[src/rtl/sh_onchip_intc_pkg.sv]
// rtl/sh_onchip_intc_pkg.sv - register layouts, masks, addresses and source indices for the on-chip INTC
package sh_onchip_intc_pkg;

  typedef struct packed {
    logic [3:0] divu;
    logic [3:0] dmac;
    logic [3:0] wdt;
    logic [3:0] rsvd;
  } IPRA_t;

  typedef struct packed {
    logic [3:0] sci;
    logic [3:0] frt;
    logic [7:0] rsvd;
  } IPRB_t;

  typedef struct packed {
    logic       rsvd_h;
    logic [6:0] hi;
    logic       rsvd_l;
    logic [6:0] lo;
  } VCR_t;

  typedef struct packed {
    logic [24:0] rsvd;
    logic [6:0]  vec;
  } VCRDIV_t;

  // Index order doubles as the fixed tie-break order, 0 wins
  typedef enum logic [3:0] {
    SRC_DIVU, SRC_DMA0, SRC_DMA1, SRC_ITI, SRC_ERI, SRC_RXI,
    SRC_TXI, SRC_TEI, SRC_ICI, SRC_OCI, SRC_OVI
  } INTC_SRC_t;

  localparam int N_SRC = 11;

  localparam logic [15:0] IPRA_INIT    = 16'h0000;
  localparam logic [15:0] IPRB_INIT    = 16'h0000;
  localparam logic [15:0] VCR_INIT     = 16'h0000;
  localparam logic [31:0] VCRDIV_INIT  = 32'h0000_0000;

  localparam logic [15:0] IPRA_WMASK   = 16'hFFF0;
  localparam logic [15:0] IPRB_WMASK   = 16'hFF00;
  localparam logic [15:0] VCR_WMASK    = 16'h7F7F;
  localparam logic [15:0] VCRH_WMASK   = 16'h7F00;
  localparam logic [31:0] VCRDIV_WMASK = 32'h0000_007F;

  localparam logic [15:0] IPRA_RMASK   = IPRA_WMASK;
  localparam logic [15:0] IPRB_RMASK   = IPRB_WMASK;
  localparam logic [15:0] VCR_RMASK    = VCR_WMASK;
  localparam logic [15:0] VCRH_RMASK   = VCRH_WMASK;
  localparam logic [31:0] VCRDIV_RMASK = VCRDIV_WMASK;

  localparam logic [31:0] ADDR_IPRA    = 32'hFFFF_FEE2;
  localparam logic [31:0] ADDR_IPRB    = 32'hFFFF_FE60;
  localparam logic [31:0] ADDR_VCRA    = 32'hFFFF_FE62;
  localparam logic [31:0] ADDR_VCRB    = 32'hFFFF_FE64;
  localparam logic [31:0] ADDR_VCRC    = 32'hFFFF_FE66;
  localparam logic [31:0] ADDR_VCRD    = 32'hFFFF_FE68;
  localparam logic [31:0] ADDR_VCRWDT  = 32'hFFFF_FEE4;
  localparam logic [31:0] ADDR_VCRDIV  = 32'hFFFF_FF0C;

  function automatic logic [15:0] merge16(input logic [15:0] old, input logic [15:0] di,
                                          input logic [15:0] bm, input logic [15:0] mask);
    return ((old & ~bm) | (di & bm)) & mask;
  endfunction

endpackage

[src/rtl/sh_intc_prio_sel.sv]
// rtl/sh_intc_prio_sel.sv - combinational highest-level select with fixed tie order
module sh_intc_prio_sel
  import sh_onchip_intc_pkg::*;
(
  input  logic [4*N_SRC-1:0] lvl_in,
  input  logic [8*N_SRC-1:0] vec_in,
  output logic [3:0]         win_lvl,
  output logic [7:0]         win_vec,
  output logic               win_valid
);

  // Scan from lowest tie rank upward with >= so the lower index wins a tie
  always_comb begin
    win_lvl   = 4'd0;
    win_vec   = 8'd0;
    win_valid = 1'b0;
    for (int i = N_SRC - 1; i >= 0; i--) begin
      if (lvl_in[4*i +: 4] != 4'd0 && lvl_in[4*i +: 4] >= win_lvl) begin
        win_lvl   = lvl_in[4*i +: 4];
        win_vec   = vec_in[8*i +: 8];
        win_valid = 1'b1;
      end
    end
  end

endmodule

[src/rtl/sh_onchip_intc.sv]
// rtl/sh_onchip_intc.sv - on-chip peripheral interrupt controller: IPR/VCR registers, resolution, CPU handshake
module sh_onchip_intc
  import sh_onchip_intc_pkg::*;
#(
  parameter logic [7:0] SPURIOUS_VEC = 8'd24
) (
  input  logic        CLK,
  input  logic        RST,
  input  logic        CE_R,
  input  logic        CE_F,
  input  logic [31:0] IBUS_A,
  input  logic [31:0] IBUS_DI,
  output logic [31:0] IBUS_DO,
  input  logic [3:0]  IBUS_BA,
  input  logic        IBUS_WE,
  input  logic        IBUS_REQ,
  output logic        IBUS_BUSY,
  output logic        IBUS_ACT,
  input  logic        SCI_ERI,
  input  logic        SCI_RXI,
  input  logic        SCI_TXI,
  input  logic        SCI_TEI,
  input  logic        FRT_ICI,
  input  logic        FRT_OCI,
  input  logic        FRT_OVI,
  input  logic        WDT_ITI,
  input  logic        DIVU_OVFI,
  input  logic        DMA0_IRQ,
  input  logic        DMA1_IRQ,
  input  logic [7:0]  DMA0_VEC,
  input  logic [7:0]  DMA1_VEC,
  output logic [3:0]  INT_LVL,
  output logic [7:0]  INT_VEC,
  input  logic        INT_ACK
);

  IPRA_t   ipra;
  IPRB_t   iprb;
  VCR_t    vcra, vcrb, vcrc, vcrd, vcrwdt;
  VCRDIV_t vcrdiv;

  logic sel_ipra, sel_iprb, sel_vcra, sel_vcrb, sel_vcrc, sel_vcrd, sel_vcrwdt, sel_vcrdiv;
  logic        wr_en;
  logic [31:0] w_bm;
  logic [15:0] hw_di, hw_bm;
  logic [31:0] rd_mux, reg_do;
  logic        unused_ok;

  assign sel_ipra   = IBUS_A[31:1] == ADDR_IPRA[31:1];
  assign sel_iprb   = IBUS_A[31:1] == ADDR_IPRB[31:1];
  assign sel_vcra   = IBUS_A[31:1] == ADDR_VCRA[31:1];
  assign sel_vcrb   = IBUS_A[31:1] == ADDR_VCRB[31:1];
  assign sel_vcrc   = IBUS_A[31:1] == ADDR_VCRC[31:1];
  assign sel_vcrd   = IBUS_A[31:1] == ADDR_VCRD[31:1];
  assign sel_vcrwdt = IBUS_A[31:1] == ADDR_VCRWDT[31:1];
  assign sel_vcrdiv = IBUS_A[31:2] == ADDR_VCRDIV[31:2];
  assign IBUS_ACT   = sel_ipra | sel_iprb | sel_vcra | sel_vcrb | sel_vcrc |
                      sel_vcrd | sel_vcrwdt | sel_vcrdiv;
  assign IBUS_BUSY  = 1'b0;
  assign unused_ok  = &{1'b0, IBUS_A[0]};

  // Big-endian lanes: halfword at A[1]=0 rides on [31:16], A[1]=1 on [15:0]
  assign wr_en = CE_R & IBUS_REQ & IBUS_WE;
  assign w_bm  = {{8{IBUS_BA[3]}}, {8{IBUS_BA[2]}}, {8{IBUS_BA[1]}}, {8{IBUS_BA[0]}}};
  assign hw_di = IBUS_A[1] ? IBUS_DI[15:0] : IBUS_DI[31:16];
  assign hw_bm = IBUS_A[1] ? w_bm[15:0]    : w_bm[31:16];

  always_ff @(posedge CLK) begin
    if (RST) begin
      ipra   <= IPRA_t'(IPRA_INIT);
      iprb   <= IPRB_t'(IPRB_INIT);
      vcra   <= VCR_t'(VCR_INIT);
      vcrb   <= VCR_t'(VCR_INIT);
      vcrc   <= VCR_t'(VCR_INIT);
      vcrd   <= VCR_t'(VCR_INIT);
      vcrwdt <= VCR_t'(VCR_INIT);
      vcrdiv <= VCRDIV_t'(VCRDIV_INIT);
    end else if (wr_en) begin
      if (sel_ipra)   ipra   <= IPRA_t'(merge16(16'(ipra), hw_di, hw_bm, IPRA_WMASK));
      if (sel_iprb)   iprb   <= IPRB_t'(merge16(16'(iprb), hw_di, hw_bm, IPRB_WMASK));
      if (sel_vcra)   vcra   <= VCR_t'(merge16(16'(vcra), hw_di, hw_bm, VCR_WMASK));
      if (sel_vcrb)   vcrb   <= VCR_t'(merge16(16'(vcrb), hw_di, hw_bm, VCR_WMASK));
      if (sel_vcrc)   vcrc   <= VCR_t'(merge16(16'(vcrc), hw_di, hw_bm, VCR_WMASK));
      if (sel_vcrd)   vcrd   <= VCR_t'(merge16(16'(vcrd), hw_di, hw_bm, VCRH_WMASK));
      if (sel_vcrwdt) vcrwdt <= VCR_t'(merge16(16'(vcrwdt), hw_di, hw_bm, VCRH_WMASK));
      if (sel_vcrdiv) vcrdiv <= VCRDIV_t'({16'h0000, merge16(vcrdiv[15:0], IBUS_DI[15:0],
                                                             w_bm[15:0], VCRDIV_WMASK[15:0])});
    end
  end

  always_comb begin
    rd_mux = 32'h0;
    if (sel_ipra)   rd_mux = {2{16'(ipra) & IPRA_RMASK}};
    if (sel_iprb)   rd_mux = {2{16'(iprb) & IPRB_RMASK}};
    if (sel_vcra)   rd_mux = {2{16'(vcra) & VCR_RMASK}};
    if (sel_vcrb)   rd_mux = {2{16'(vcrb) & VCR_RMASK}};
    if (sel_vcrc)   rd_mux = {2{16'(vcrc) & VCR_RMASK}};
    if (sel_vcrd)   rd_mux = {2{16'(vcrd) & VCRH_RMASK}};
    if (sel_vcrwdt) rd_mux = {2{16'(vcrwdt) & VCRH_RMASK}};
    if (sel_vcrdiv) rd_mux = 32'(vcrdiv) & VCRDIV_RMASK;
  end

  always_ff @(posedge CLK) begin
    if (RST)       reg_do <= 32'h0;
    else if (CE_F) reg_do <= rd_mux;
  end

  assign IBUS_DO = IBUS_ACT ? reg_do : 32'h0;

  logic [4*N_SRC-1:0] lvl_pk;
  logic [8*N_SRC-1:0] vec_pk;
  logic [3:0]         win_lvl;
  logic [7:0]         win_vec;
  logic               win_valid;

  // Concatenation runs MSB-first, so the list is INTC_SRC_t reversed
  assign lvl_pk = {
    FRT_OVI   ? iprb.frt  : 4'd0, FRT_OCI  ? iprb.frt  : 4'd0, FRT_ICI  ? iprb.frt  : 4'd0,
    SCI_TEI   ? iprb.sci  : 4'd0, SCI_TXI  ? iprb.sci  : 4'd0, SCI_RXI  ? iprb.sci  : 4'd0,
    SCI_ERI   ? iprb.sci  : 4'd0, WDT_ITI  ? ipra.wdt  : 4'd0, DMA1_IRQ ? ipra.dmac : 4'd0,
    DMA0_IRQ  ? ipra.dmac : 4'd0, DIVU_OVFI ? ipra.divu : 4'd0
  };
  assign vec_pk = {
    {1'b0, vcrd.hi}, {1'b0, vcrc.lo}, {1'b0, vcrc.hi}, {1'b0, vcrb.lo}, {1'b0, vcrb.hi},
    {1'b0, vcra.lo}, {1'b0, vcra.hi}, {1'b0, vcrwdt.hi}, DMA1_VEC, DMA0_VEC, {1'b0, vcrdiv.vec}
  };

  sh_intc_prio_sel u_prio_sel (
    .lvl_in    (lvl_pk),
    .vec_in    (vec_pk),
    .win_lvl   (win_lvl),
    .win_vec   (win_vec),
    .win_valid (win_valid)
  );

  logic       snap_valid;
  logic [7:0] snap_vec;
  logic       ack_hold;

  // Snapshot is held on the acknowledge cycle and the one after it
  always_ff @(posedge CLK) begin
    if (RST) begin
      INT_LVL    <= 4'd0;
      snap_valid <= 1'b0;
      snap_vec   <= 8'd0;
      ack_hold   <= 1'b0;
    end else if (CE_R) begin
      ack_hold <= INT_ACK;
      if (INT_ACK) begin
        if (!snap_valid) snap_vec <= SPURIOUS_VEC;
      end else if (!ack_hold) begin
        INT_LVL    <= win_lvl;
        snap_valid <= win_valid;
        snap_vec   <= win_vec;
      end
    end
  end

  assign INT_VEC = snap_vec;

endmodule

[config.mk]
export PLATFORM = sky130hd
export DESIGN_NAME = sh_onchip_intc
export DESIGN_NICKNAME = d
export VERILOG_FILES = /design/src/rtl/sh_onchip_intc_pkg.sv /design/src/rtl/sh_intc_prio_sel.sv /design/src/rtl/sh_onchip_intc.sv
export SDC_FILE = /design/constraint.sdc
export NUM_CORES = 1
export LEC_CHECK = 0
export BUFFER_PORTS_ARGS = -buffer_cell sky130_fd_sc_hd__buf_2
export CORE_ASPECT_RATIO = 0.6
export CORE_MARGIN = 2
export CORE_UTILIZATION = 48
export DETAILED_ROUTE_END_ITERATION = 7
export PLACE_DENSITY_LB_ADDON = 0.05
export SKIP_LAST_GASP = 1
export SLEW_MARGIN = 20
export SYNTH_ARGS = -nofsm -noshare
export SYNTH_HDL_FRONTEND = slang
export SYNTH_HIERARCHICAL = 1
export SYNTH_SLANG_ARGS = --single-unit
[constraint.sdc]
create_clock -name CLK -period 56.4 [get_ports CLK]
set_input_delay 14.1 -clock CLK [delete_from_list [all_inputs] [get_ports CLK]]
set_output_delay 14.1 -clock CLK [all_outputs]
set_load 0.02 [all_outputs]
==> flow_summary.toml <==
[floorplanning]
start_util_pct = 49.1
die_x_um = 180
rows = 38
die_area_um2 = 19600
dieHeight_um = 109
ios = 148
coreArea_um2 = 18100

[critical_path]
cp_slowest_stage_delay_ps = 700
critPathLaunchType = "input pin"
crit_start = "FRT_OVI"
crit_fanout = 20
reg2reg_slack_ps = 37310
critPathRequiredTime_ps = 56760
path_class = "in2reg"
arrival_ps = 32750
slowest_stage = "o221ai_2"
path_common_cell = "nor2_1"
endpoint_kind = "flip-flop"
r2r_end = "INT_VEC[0]"
worst_r2r_path_depth = 85
crit_path_end = "INT_VEC[0]"

[synthesis]
yosysMostFrequentCell = "nor2_1"
async_reset_ff_share_pct = 0
synth_cell_types = 94
ys_seq_area_share_pct = 27.1
synth.top_cell.area_share_pct = 27.1
ys.flop_type = "dfxtp_1"
syn_avg_cell_area_um2 = 7.83
synth-seq-cells = 120
ys_top_cells_by_count = "nor2_1 (137), dfxtp_1 (120), nand2_1 (104)"
synth-edff-count = 0
ys_top_cells_by_area = "dfxtp_1 (27%), mux2i_1 (11%), nor2_1 (5.8%)"
synth-warning-count = 6
synth_top_cell_by_area = "dfxtp_1"
synth_cells = 1134
synth_area_um2 = 8870

[timing]
hold_violations = 0
period_needed_ps = 32390
fin_crit_sh_pct = 57.4
fin_tns_setup_ps = 0
skew_ps = 5.81
rsz0062_at_grt = "false"
setup_violations = 0
maxSlewViolCount = 0
worstMarginPinSlew_ps = 1120
setup_ws_ps = 24010
max_freq_mhz = 30.9
relSlewSlack_pct = 25.6
hold_slack_ps = 452

[global_routing]
grt_antenna_before_repair = 0
grt-ovfl-total = 0
grt_pass1_wl_um = 44100
grt_start_max_net_pins = 85
grt_usage_pct = 28.4
grt_pass1_vias = 8024

[detailed_routing]
routed_wl_um = 27900
wl_per_cell_um = 18.6
viasPerCell = 5.86
drc = 0
first_pass_iters = 6
met1Wirelength_um = 13600
ant_nets = 0
drt-initial-drc-count = 871
num_vias = 8787
topRoutingLayerUsed = "met5"
met2_length_um = 11500
route.met3.wl_um = 2470

[final_layout]
area_growth_pct = 16.3
fin_nets = 1374
drive_gt1_share_pct = 20.4
final_cell_count_no_fill = 1500
diodes = 0
fin_util_pct = 57.1

[worst_hold_path]
hold_class = "reg2reg"
hold_start = "INT_LVL[2]"

[place]
preCtsSetupSlack_ps = 23960
dp_cells = 1468
hpwl_um = 21700
gp_congestion = 0.956
port_buffers = 145

[status]
outcome = "finished, final reports clean"

[clocking]
clkSlewWorstSetupHoldPaths_ps = 60
cts_setup_buffers = 0
cts.sinks = 120
clock_latency_ps = 430
cts-hold-fix-buffers = 0
cts_tree = "done"
clk_path_buf_depth = 2
htreeDepth = 4
ctsResizeCount = 0
cts_root_buffer = "clkbuf_16"
cts_buffers = 17

[power_and_ir_drop]
p_leak_nw = 4.31
powerDensity_nw_per_um2 = 20.8
vdd_drop_max_mv = 0.0161

[job]
drv_cap = 0
-- layer usage --
metal	track usage, %	vias up
li1	-	4345
met1	41.0	4062
met2	42.2	350
met3	7.62	28
met4	5.69	2
met5	4.25	-
-- layout by cell type, fill, tap and decap left out, types with 5 or more instances in the layout --
master,Yosys,routed
buf_2,4,144
nor2_1,137,137
dfxtp_1,120,120
nand2_1,104,104
mux2i_1,96,96
a21oi_1,83,83
and2_1,73,73
o21ai_0,43,43
nand3_1,41,41
inv_1,33,33
ha_1,25,25
nand4_1,23,23
mux2_2,23,23
o211ai_1,22,22
clkbuf_16,0,17
nor3_1,16,16
nand2b_1,15,15
buf_4,11,15
a21o_1,10,10
o2bb2ai_1,10,10
conb_1,1,10
or4_1,9,9
nor2b_1,9,9
a31oi_1,9,9
a211oi_1,9,8
nor4_1,7,7
or2_2,7,7
nor3b_1,7,7
nand3b_1,6,6
a221o_1,5,5
o21bai_1,5,5
inv_6,0,5
o21a_1,5,5
-- stage by stage --
step           total power, mW  cell area [um^2]
2_1_floorplan           0.0942              8910
3_3_place_gp             0.101              9700
3_5_place_dp             0.101              9700
4_1_cts                  0.215             10300
5_1_grt                  0.220             10300
6_report                 0.214             10300
-- final cells by class --
cell class                      count  area [um^2]
Tap cell                          240          300
Clock buffer                       17          425
Inverter                           33          124
Multi-Input combinational cell    916         6040
Timing Repair Buffer              159          833
Fill cell                        1723         7750
Sequential cell                   120         2400
Clock inverter                     15          193
-- cells by family (layout without fill, tap and decap cells) --
kind of cell | after synthesis | in the layout | share of synthesized area (%)
adders and majority gates | 30 | 30 | 4.13
buffers and inverters | 107 | 224 | 5.39
DFF | 120 | 120 | 27.1
other | 1 | 10 | 0.0423
AOI/OAI and AO/OA | 271 | 271 | 20.9
and+or+nand+nor | 485 | 485 | 28.6
muxes | 120 | 120 | 13.9
-- worst max-delay path: cells and delay by family --
family | cells | cell delay (ps)
compound gates | 30 | 7080
fa+ha+maj | 13 | 3730
buf+inv | 7 | 1320
mux | 5 | 1880
simple gates | 31 | 4570
-- power by group --
part,internal (mW),total [mW],switching (mW)
logic,0.00514,0.0138,0.00865
registers,0.0853,0.0855,0.000229
clock network,0.0705,0.115,0.0447
total,0.161,0.214,0.0536
-- how the worst min path moves through the flow --
stage | endpoint | slack [ps] | cells after the start
finish | INT_LVL[2] | 450 | 2
global route | snap_valid | 470 | 2
CTS | INT_LVL[2] | 450 | 2
detailed placement | INT_LVL[2] | 440 | 2
global placement | INT_LVL[2] | 440 | 2
floorplan | reg_do[27] | 420 | 2
Note: power is estimated with default switching activity, not from simulation.
